### src/rtl/load_data_unit_if.sv
// Load-unit instruction IDs and the bus bundle between the MEM stage,
// the load unit and the data-memory port.

package instr_pkg;
  // Load instruction IDs shared by the decoder, the load unit and the bench.
  localparam logic [5:0] INSTR_LB  = 6'd10;
  localparam logic [5:0] INSTR_LH  = 6'd11;
  localparam logic [5:0] INSTR_LW  = 6'd12;
  localparam logic [5:0] INSTR_LBU = 6'd13;
  localparam logic [5:0] INSTR_LHU = 6'd14;
endpackage

interface load_data_unit_if;
  // MEM-stage request side
  logic        req_valid_in;
  logic [5:0]  instr_id_in;
  logic [31:0] addr_in;
  logic [4:0]  rd_addr_in;
  logic        req_ready_out;
  logic        stall_out;
  // Data-memory bus side
  logic        mem_rd_req_out;
  logic [31:0] mem_addr_out;
  logic        mem_rd_gnt_in;
  logic        mem_rvalid_in;
  logic [31:0] mem_rdata_in;
  // Writeback result side
  logic        load_valid_out;
  logic [4:0]  load_rd_addr_out;
  logic [31:0] load_data_out;
  logic        misaligned_out;

  // The load unit itself
  modport slave (
    input  req_valid_in, instr_id_in, addr_in, rd_addr_in,
    input  mem_rd_gnt_in, mem_rvalid_in, mem_rdata_in,
    output req_ready_out, stall_out, mem_rd_req_out, mem_addr_out,
    output load_valid_out, load_rd_addr_out, load_data_out, misaligned_out
  );

  // The pipeline/memory environment driving the load unit
  modport master (
    output req_valid_in, instr_id_in, addr_in, rd_addr_in,
    output mem_rd_gnt_in, mem_rvalid_in, mem_rdata_in,
    input  req_ready_out, stall_out, mem_rd_req_out, mem_addr_out,
    input  load_valid_out, load_rd_addr_out, load_data_out, misaligned_out
  );
endinterface

### src/rtl/load_data_unit.sv
// Load engine: accepts one load at a time, issues a word-aligned bus read,
// then extracts and sign/zero-extends the addressed byte, halfword or word.

module load_data_unit
  import instr_pkg::*;
(
  input  logic              clk,
  input  logic              rst_n,
  load_data_unit_if.slave   bus
);

  typedef enum logic [1:0] {S_IDLE, S_REQ, S_WAIT, S_DONE} state_t;

  state_t      state_q;
  logic [5:0]  id_q;
  logic [1:0]  off_q;
  logic [4:0]  rd_q;
  logic        ready_q;
  logic        mem_req_q;
  logic [31:0] mem_addr_q;
  logic        load_valid_q;
  logic [4:0]  load_rd_q;
  logic [31:0] load_data_q;
  logic        misaligned_q;

  logic        is_load;
  logic        accept;
  logic        misaligned_d;
  logic [31:0] load_data_d;

  // Byte/halfword/word selection and extension from the fetched word.
  function automatic logic [31:0] extract_load(input logic [5:0]  id,
                                               input logic [1:0]  off,
                                               input logic [31:0] rdata);
    logic [7:0]  byte_v;
    logic [15:0] half_v;
    logic [31:0] res;
    case (off)
      2'd0:    byte_v = rdata[7:0];
      2'd1:    byte_v = rdata[15:8];
      2'd2:    byte_v = rdata[23:16];
      default: byte_v = rdata[31:24];
    endcase
    half_v = off[1] ? rdata[31:16] : rdata[15:0];
    case (id)
      INSTR_LB:  res = {{24{byte_v[7]}}, byte_v};
      INSTR_LBU: res = {24'd0, byte_v};
      INSTR_LH:  res = {{16{half_v[15]}}, half_v};
      INSTR_LHU: res = {16'd0, half_v};
      INSTR_LW:  res = rdata;
      default:   res = 32'd0;
    endcase
    return res;
  endfunction

  // Accept decode, alignment check and result extraction.
  always_comb begin
    // NOTE: every signal gets a default first so no path leaves it unassigned, which would infer a latch.
    is_load      = 1'b0;
    misaligned_d = 1'b0;
    case (bus.instr_id_in)
      INSTR_LB, INSTR_LBU: is_load = 1'b1;
      INSTR_LH, INSTR_LHU: begin
        is_load      = 1'b1;
        misaligned_d = bus.addr_in[0];
      end
      INSTR_LW: begin
        is_load      = 1'b1;
        misaligned_d = (bus.addr_in[1:0] != 2'b00);
      end
      default: ;
    endcase
    accept      = (state_q == S_IDLE) && bus.req_valid_in && is_load;
    load_data_d = extract_load(id_q, off_q, bus.mem_rdata_in);
  end

  // Control FSM with registered outputs and the latched load context.
  always_ff @(posedge clk or negedge rst_n) begin
    if (!rst_n) begin
      state_q      <= S_IDLE;
      id_q         <= '0;
      off_q        <= '0;
      rd_q         <= '0;
      ready_q      <= 1'b1;
      mem_req_q    <= 1'b0;
      mem_addr_q   <= '0;
      load_valid_q <= 1'b0;
      load_rd_q    <= '0;
      load_data_q  <= '0;
      misaligned_q <= 1'b0;
    end else begin
      // NOTE: non-blocking assignments so every register samples pre-edge values regardless of statement order.
      load_valid_q <= 1'b0;
      misaligned_q <= 1'b0;
      case (state_q)
        S_IDLE: begin
          if (accept) begin
            id_q    <= bus.instr_id_in;
            off_q   <= bus.addr_in[1:0];
            rd_q    <= bus.rd_addr_in;
            ready_q <= 1'b0;
            if (misaligned_d) begin
              misaligned_q <= 1'b1;
              state_q      <= S_DONE;
            end else begin
              mem_req_q  <= 1'b1;
              mem_addr_q <= {bus.addr_in[31:2], 2'b00};
              state_q    <= S_REQ;
            end
          end
        end
        S_REQ: begin
          if (bus.mem_rd_gnt_in) begin
            mem_req_q <= 1'b0;
            if (bus.mem_rvalid_in) begin
              load_data_q  <= load_data_d;
              load_rd_q    <= rd_q;
              load_valid_q <= 1'b1;
              state_q      <= S_DONE;
            end else begin
              state_q <= S_WAIT;
            end
          end
        end
        S_WAIT: begin
          if (bus.mem_rvalid_in) begin
            load_data_q  <= load_data_d;
            load_rd_q    <= rd_q;
            load_valid_q <= 1'b1;
            state_q      <= S_DONE;
          end
        end
        default: begin
          ready_q <= 1'b1;
          state_q <= S_IDLE;
        end
      endcase
    end
  end

  // Stall covers the accept cycle of an aligned load and the whole bus wait;
  // it drops in DONE so the load advances to WB together with its data.
  assign bus.stall_out = (state_q == S_REQ) || (state_q == S_WAIT) ||
                         (accept && !misaligned_d);

  assign bus.req_ready_out    = ready_q;
  assign bus.mem_rd_req_out   = mem_req_q;
  assign bus.mem_addr_out     = mem_addr_q;
  assign bus.load_valid_out   = load_valid_q;
  assign bus.load_rd_addr_out = load_rd_q;
  assign bus.load_data_out    = load_data_q;
  assign bus.misaligned_out   = misaligned_q;

endmodule

### src/flat_wrapper.sv
// flat-port wrapper written by rule: the top's interface ports become plain ports
module load_data_unit_flat import instr_pkg::*;
  (clk, rst_n, bus_req_valid_in, bus_instr_id_in, bus_addr_in, bus_rd_addr_in, bus_mem_rd_gnt_in, bus_mem_rvalid_in, bus_mem_rdata_in, bus_req_ready_out, bus_stall_out, bus_mem_rd_req_out, bus_mem_addr_out, bus_load_valid_out, bus_load_rd_addr_out, bus_load_data_out, bus_misaligned_out);
  load_data_unit_if bus_i ();
  input  logic clk;
  input  logic rst_n;
  input wire logic [$bits(bus_i.req_valid_in)-1:0] bus_req_valid_in;
  input wire logic [$bits(bus_i.instr_id_in)-1:0] bus_instr_id_in;
  input wire logic [$bits(bus_i.addr_in)-1:0] bus_addr_in;
  input wire logic [$bits(bus_i.rd_addr_in)-1:0] bus_rd_addr_in;
  input wire logic [$bits(bus_i.mem_rd_gnt_in)-1:0] bus_mem_rd_gnt_in;
  input wire logic [$bits(bus_i.mem_rvalid_in)-1:0] bus_mem_rvalid_in;
  input wire logic [$bits(bus_i.mem_rdata_in)-1:0] bus_mem_rdata_in;
  output wire logic [$bits(bus_i.req_ready_out)-1:0] bus_req_ready_out;
  output wire logic [$bits(bus_i.stall_out)-1:0] bus_stall_out;
  output wire logic [$bits(bus_i.mem_rd_req_out)-1:0] bus_mem_rd_req_out;
  output wire logic [$bits(bus_i.mem_addr_out)-1:0] bus_mem_addr_out;
  output wire logic [$bits(bus_i.load_valid_out)-1:0] bus_load_valid_out;
  output wire logic [$bits(bus_i.load_rd_addr_out)-1:0] bus_load_rd_addr_out;
  output wire logic [$bits(bus_i.load_data_out)-1:0] bus_load_data_out;
  output wire logic [$bits(bus_i.misaligned_out)-1:0] bus_misaligned_out;
  assign bus_i.req_valid_in = bus_req_valid_in;
  assign bus_i.instr_id_in = bus_instr_id_in;
  assign bus_i.addr_in = bus_addr_in;
  assign bus_i.rd_addr_in = bus_rd_addr_in;
  assign bus_i.mem_rd_gnt_in = bus_mem_rd_gnt_in;
  assign bus_i.mem_rvalid_in = bus_mem_rvalid_in;
  assign bus_i.mem_rdata_in = bus_mem_rdata_in;
  assign bus_req_ready_out = bus_i.req_ready_out;
  assign bus_stall_out = bus_i.stall_out;
  assign bus_mem_rd_req_out = bus_i.mem_rd_req_out;
  assign bus_mem_addr_out = bus_i.mem_addr_out;
  assign bus_load_valid_out = bus_i.load_valid_out;
  assign bus_load_rd_addr_out = bus_i.load_rd_addr_out;
  assign bus_load_data_out = bus_i.load_data_out;
  assign bus_misaligned_out = bus_i.misaligned_out;
  load_data_unit u_core (.clk(clk), .rst_n(rst_n), .bus(bus_i));
endmodule
### config.mk
export PLATFORM = sky130hd
export DESIGN_NAME = load_data_unit_flat
export DESIGN_NICKNAME = d
export VERILOG_FILES = /design/src/rtl/load_data_unit_if.sv /design/src/rtl/load_data_unit.sv /design/src/flat_wrapper.sv
export SDC_FILE = /design/constraint.sdc
export NUM_CORES = 1
export LEC_CHECK = 0
export CORE_MARGIN = 3
export CORE_UTILIZATION = 44
export CTS_BUF_LIST = sky130_fd_sc_hd__clkbuf_16
export CTS_CLUSTER_DIAMETER = 40
export DETAILED_ROUTE_END_ITERATION = 7
export GPL_TIMING_DRIVEN = 0
export HOLD_SLACK_MARGIN = 0.02
export PLACE_DENSITY = 0.8
export SLEW_MARGIN = 20
export SYNTH_ARGS = -nofsm -noshare
export SYNTH_HDL_FRONTEND = slang
export SYNTH_SLANG_ARGS = --single-unit
### constraint.sdc
create_clock -name clk -period 4.5 [get_ports clk]
set_input_delay 1.35 -clock clk [delete_from_list [all_inputs] [get_ports clk]]
set_output_delay 1.35 -clock clk [all_outputs]
set_load 0.01 [all_outputs]
* Yosys cells after proc, flatten, opt, wreduce, memory -nomap -nowiden *
Index checks and enable logic that the tools add are counted.

storage, ports and cells
  input port bits = 80
  output and inout bits = 74
  flip-flop bits (word level) = 86

operators by class
  equal/unequal tests = 18
  mux-type cells = 29
  bitwise operators = 2
  reductions and logical operators = 20

operators with widths
  operator                                              count
  one-hot mux 32 bit (5 select lines)                   1
  two-way mux 32 bit                                    2
  one-hot mux 32 bit (2 select lines)                   1
  equality test 6 x 4 -> 1 bit (second input constant)  10
  one-hot mux 8 bit (3 select lines)                    1
  two-way mux 16 bit                                    1
  two-way mux 1 bit                                     11
  two-way mux 5 bit                                     2
  one-hot mux 5 bit (2 select lines)                    1
  two-way mux 2 bit                                     4
  one-hot mux 1 bit (2 select lines)                    4
  inequality test 2 bit (second input constant)         3
  one-hot mux 2 bit (3 select lines)                    1
  AND reduction 2 bit                                   3
  AND reduction 3 bit                                   2
  nonzero test 2 bit                                    3
  OR reduction 5 bit                                    1
  equality test 2 x 1 -> 1 bit (second input constant)  2
  equality test 2 bit (second input constant)           2
  zero test 2 bit                                       2
  AND reduction 4 bit                                   1
  OR reduction 2 bit                                    2
  logical AND 1 bit                                     3
  logical OR 1 bit                                      2
  3 further kinds                                       4

* Logic depth before layout (Yosys ltp) *
  depth after elaboration = 6
  gate-level depth with buffers = 9
  depth with buffers taken out = 7

* Worst setup path after synthesis *
Ideal clock, no wire load.

  kind = input -> output
  start = input port bus_instr_id_in[5]
  end = output port bus_stall_out
  data arrival time = 2.715 ns
  slack = 0.435 ns
  cell stages on the path = 6
  required time = 3.150 ns
  path buffers = 2
  cells stage by stage = or2_0 or4_1 buf_2 nand3b_4 buf_6 nand2b_1

between the ends
  cells in the longest elaborated chain, start to end = 6
  elaborated cells between the ends (all ways) = 13
  those cells by class = 5 x eq/ne; 2 x mux; 6 x reduce/logical

RTL lines
  item                                                                     RTL line                                     source
  start, declared                                                          flat_wrapper.sv:8                            input wire logic [$bits(bus_i.instr_id_in)-1:0] bus_instr_id_in;
  equality test 6 x 4 -> 1 bit                                             load_data_unit.sv:61                         case (bus.instr_id_in)
  OR reduction 2 bit or OR reduction 5 bit (tied branches)                 -
  one-hot mux 1 bit (2 select lines) or two-way mux 1 bit (tied branches)  load_data_unit.sv:61
  zero test 1 bit or logical AND 1 bit (tied branches)                     load_data_unit.sv:144, load_data_unit.sv:73
  logical AND 1 bit *                                                      load_data_unit.sv:144                        (accept && !misaligned_d);
  logical OR 1 bit *                                                       load_data_unit.sv:143                        assign bus.stall_out = (state_q == S_REQ) || (state_q == S_WAIT) ||
  end, declared                                                            flat_wrapper.sv:15                           output wire logic [$bits(bus_i.stall_out)-1:0] bus_stall_out;

Every way passes the cells marked *; elsewhere a longest branch is shown, timed or not.

* Worst setup path in the final report *
  start = input port bus_instr_id_in[3]
  end = output port bus_stall_out

The elaborated chain is that of the path after synthesis.

==> reports/qor.csv <==
stage;metric;value;unit
synth;synth_area_leaders;dfrtp_1 52%, mux2_4 10%, a221o_1 5.7%;
floorplanning;ios;154;
placed_design;dp_hpwl;8820;µm
clock_tree;cts_buffers;9;
synth;synth_edf_count;0;
routing;num_vias;3390;
placed_design;io_buffers;151;
sta;hold_violations;0;
synth;ys_ff_latch;86;
cells_and_area;regArea;2150;µm²
critical_path;ff2ff_setup_slack;1.84;ns
synth;synthArstFlopShare;100;%
routing;ant_nets;0;
synth;synth_ff_type;dfrtp_1;
placed_design;globalplace.congestion;0.840;
routing;post_drt_wl_per_cell;19.5;µm
sta;period_share;98.2;%
clock_tree;clk_pin_slew_worst_paths;0.06;ns
clock_tree;cts_max_level;3;
clock_tree;cts.sinks;86;
power_and_ir_drop;comb_power_share;44.3;%
cells_and_area;layout_commonest_cell;clkdlybuf4s50_1;
synth;ys_seq_area_share;53.0;%
synth;synth_top_area_share;52.4;%
routing;drc_errors;0;
cells_and_area;drive_gt1_share;17.5;%
routing;drt_iter0_drc;206;
power_and_ir_drop;p_leak;2.75;nW
power_and_ir_drop;p_clk_share;22.0;%
clock_tree;cts_buffer_depth;2;
global_route;antenna_found_initial;0;
critical_path;criticalPathCategory;input port to primary output;
synth;synth.avg_cell_area;12.5;µm²
routing;wl_met1;4720;µm
status;outcome;finished clean;
power_and_ir_drop;power_density;611;nW/µm²
routing;firstDrtPassIters;5;
floorplanning;die-area;10400;µm²
floorplanning;die_w;102;µm
synth;yosys.area.top_type;dfrtp_1;
clock_tree;cts_root_buffer;clkbuf_16;
cells_and_area;multiInputGateArea;1780;µm²
global_route;track_usage;22.9;%
critical_path;critical_path.top_delay_family;buffers and inverters;
floorplanning;core;8850;µm²
synth;synthCells;325;
power_and_ir_drop;ir_worst_vdd;219;µV
clock_tree;insertion_delay;0.34;ns
critical_path;path_cells;clkdlybuf4s50_1 > nand2_1 > or4_4 > buf_6 > nand3b_4 > buf_8 > nand2b_1 > buf_2;
sta;max_clock_freq;0.226;GHz
clock_tree;cts_tree;yes;
cells_and_area;nets;576;
cells_and_area;n_fill_cell;660;
critical_path;worst_setup_path_end_kind;primary output;
sta;whs;0.468;ns
global_route;grt_start_max_net_pins;47;
global_route;overflow;0;
sta;finClkSkew;0.00698;ns
floorplanning;die_h;102;µm
power_and_ir_drop;power.switching;0.00122;W
routing;highest_layer;met4;
routing;routed_via_density;5.60;
cells_and_area;final_cell_mix;144 x clkdlybuf4s50_1, 85 x dfrtp_1, 41 x nand2_1;
critical_path;critPathMaxFanout;2;
cells_and_area;antennaDiodeCount;0;
power_and_ir_drop;p_seq_share;33.7;%
min_path;hp-class;flip-flop to flip-flop;
routing;met2_length;6240;µm
routing;totalWireLength;11800;µm
global_route;grt_first_pass_wirelength;18400;µm
critical_path;crit_required;3.15;ns
sta;min_period;4.42;ns
sta;slew_headroom;41.1;%
critical_path;max_stage_delay;0.52;ns
critical_path;crit_arrival;3.07;ns
global_route;grt_pass1_vias;3443;
sta;drv_slew;0;
cells_and_area;area_delta_synth_final;50.0;%
sta;final-setup-viol-count;0;
power_and_ir_drop;netSwitchingFraction;32.8;%
sta;rsz0062_at_grt;no;
sta;worst_pin_slew;0.882;ns
critical_path;crit_buf_inv;4;
routing;route.met3.wl;567;µm
synth;synth_warnings;0;
floorplanning;initial_utilization;45.9;%
synth;netlist_area;4060;µm²
synth;synthDistinctLibCells;46;
job;maxCapViolCount;0;
floorplanning;fp-row-count;34;
critical_path;cp_slowest_cell;or4_4;
critical_path;start_kind;input port;
sta;final.setup.tns;0;ns
power_and_ir_drop;intPower;0.00250;W
-- final cells by class --
type / count / share of cell area [%]
tap: 108 / 2.22
sequential: 86 / 35.3
timing repair buffer: 155 / 25.5
multi-input combinational: 212 / 29.1
clock buffer: 9 / 3.70
inverter: 6 / 0.370
clock inverter: 7 / 1.68
buffer: 22 / 2.09
-- metal layers --
layer,vias to the layer above,track usage (%)
li1,1530,-
met5,-,0
met1,1713,29.4
met2,128,39.1
met4,0,9.49
met3,19,2.80
-- cell usage after synthesis (7+ instances only) --
cell	count
nand3_1	14
a22oi_1	7
a221o_1	23
nand2b_1	7
mux2_4	27
mux4_2	7
dfrtp_1	85
a21oi_1	14
nand2_1	41
clkbuf_1	11
mux2_2	16
o21ai_0	9
-- state kept, by name (all words and copies together) (netlist names) --
name                         flops
u_core.off_q                     2
u_core.bus.mem_addr_out         30
u_core.bus.load_rd_addr_out      5
u_core.bus.mem_rd_req_out        1
u_core.id_q                      6
u_core.rd_q                      5
u_core.bus.req_ready_out         1
u_core.bus.load_valid_out        1
u_core.bus.misaligned_out        1
u_core.bus.load_data_out        32
u_core.state_q                   2
-- worst paths after layout --
kind | from | cells after the start | to
worst min-delay path | u_core.rd_q[0]$_DFFE_PN0P_ | 2 | u_core.bus.load_rd_addr_out[0]$_DFFE_PN0P_
min in group asynchronous | rst_n | 1 | u_core.bus.load_data_out[27]$_DFFE_PN0P_
worst max-delay path | bus_instr_id_in[3] | 8 | bus_stall_out
worst max register to register | u_core.state_q[1]$_DFFE_PN0P_ | 7 | u_core.bus.load_data_out[30]$_DFFE_PN0P_
max in group asynchronous | rst_n | 2 | u_core.bus.req_ready_out$_DFFE_PN1P_
worst min register to register | u_core.rd_q[0]$_DFFE_PN0P_ | 2 | u_core.bus.load_rd_addr_out[0]$_DFFE_PN0P_
-- cell families after synthesis --
logic type	after synthesis	share of synthesized area, %
XOR/XNOR	1	0.216
AND/OR/NAND/NOR	87	10.9
buffers and inverters	28	3.45
flip-flops	86	53.0
other	1	0.0923
adder cells (fa/ha/maj)	4	1.23
multiplexers	51	18.5
AO/OA/AOI/OAI	67	12.5
-- power groups by stage --
stage	registers (W)	logic (W)	clock network, W
final	0.00125	0.00165	0.000820
after global routing	0.00128	0.00176	0.000866
after CTS	0.00125	0.00165	0.000829
after detailed placement	0.00126	0.00165	0
after global placement	0.00124	0.00160	0
after floorplan	0.00135	0.000748	0
-- worst register-to-register path, delay by kind of cell, from the launching register on --
kind | cells | cell delay (ns)
AO/OA/AOI/OAI | 1 | 0.24
adder cells (fa/ha/maj) | 1 | 0.24
buffers and inverters | 2 | 0.55
flip-flops | 1 | 0.40
multiplexers | 1 | 0.25
AND/OR/NAND/NOR | 2 | 0.90
-- stage by stage --
step           setup WS (ns)  power [W]  instances  util, %  cell area [µm²]
3_3_place_gp          -0.973    0.00284        585     64.6             5710
2_1_floorplan          0.435    0.00210        326        -             4070
5_1_grt               0.0283    0.00391        605     68.9             6090
4_1_cts               0.0128    0.00373        605     68.8             6090
6_report              0.0830    0.00372        605     68.9             6090
3_5_place_dp          -0.700    0.00291        586     64.8             5740
-- repair_timing --
item                                    4_1_cts  5_1_grt
endpoints found under the setup margin        1        1
setup buffers                                 3        0
resized for setup                            13        1
hold buffers                                  0        0
pin swaps                                     1        0
No activity file was read; power rests on OpenSTA's default activity.
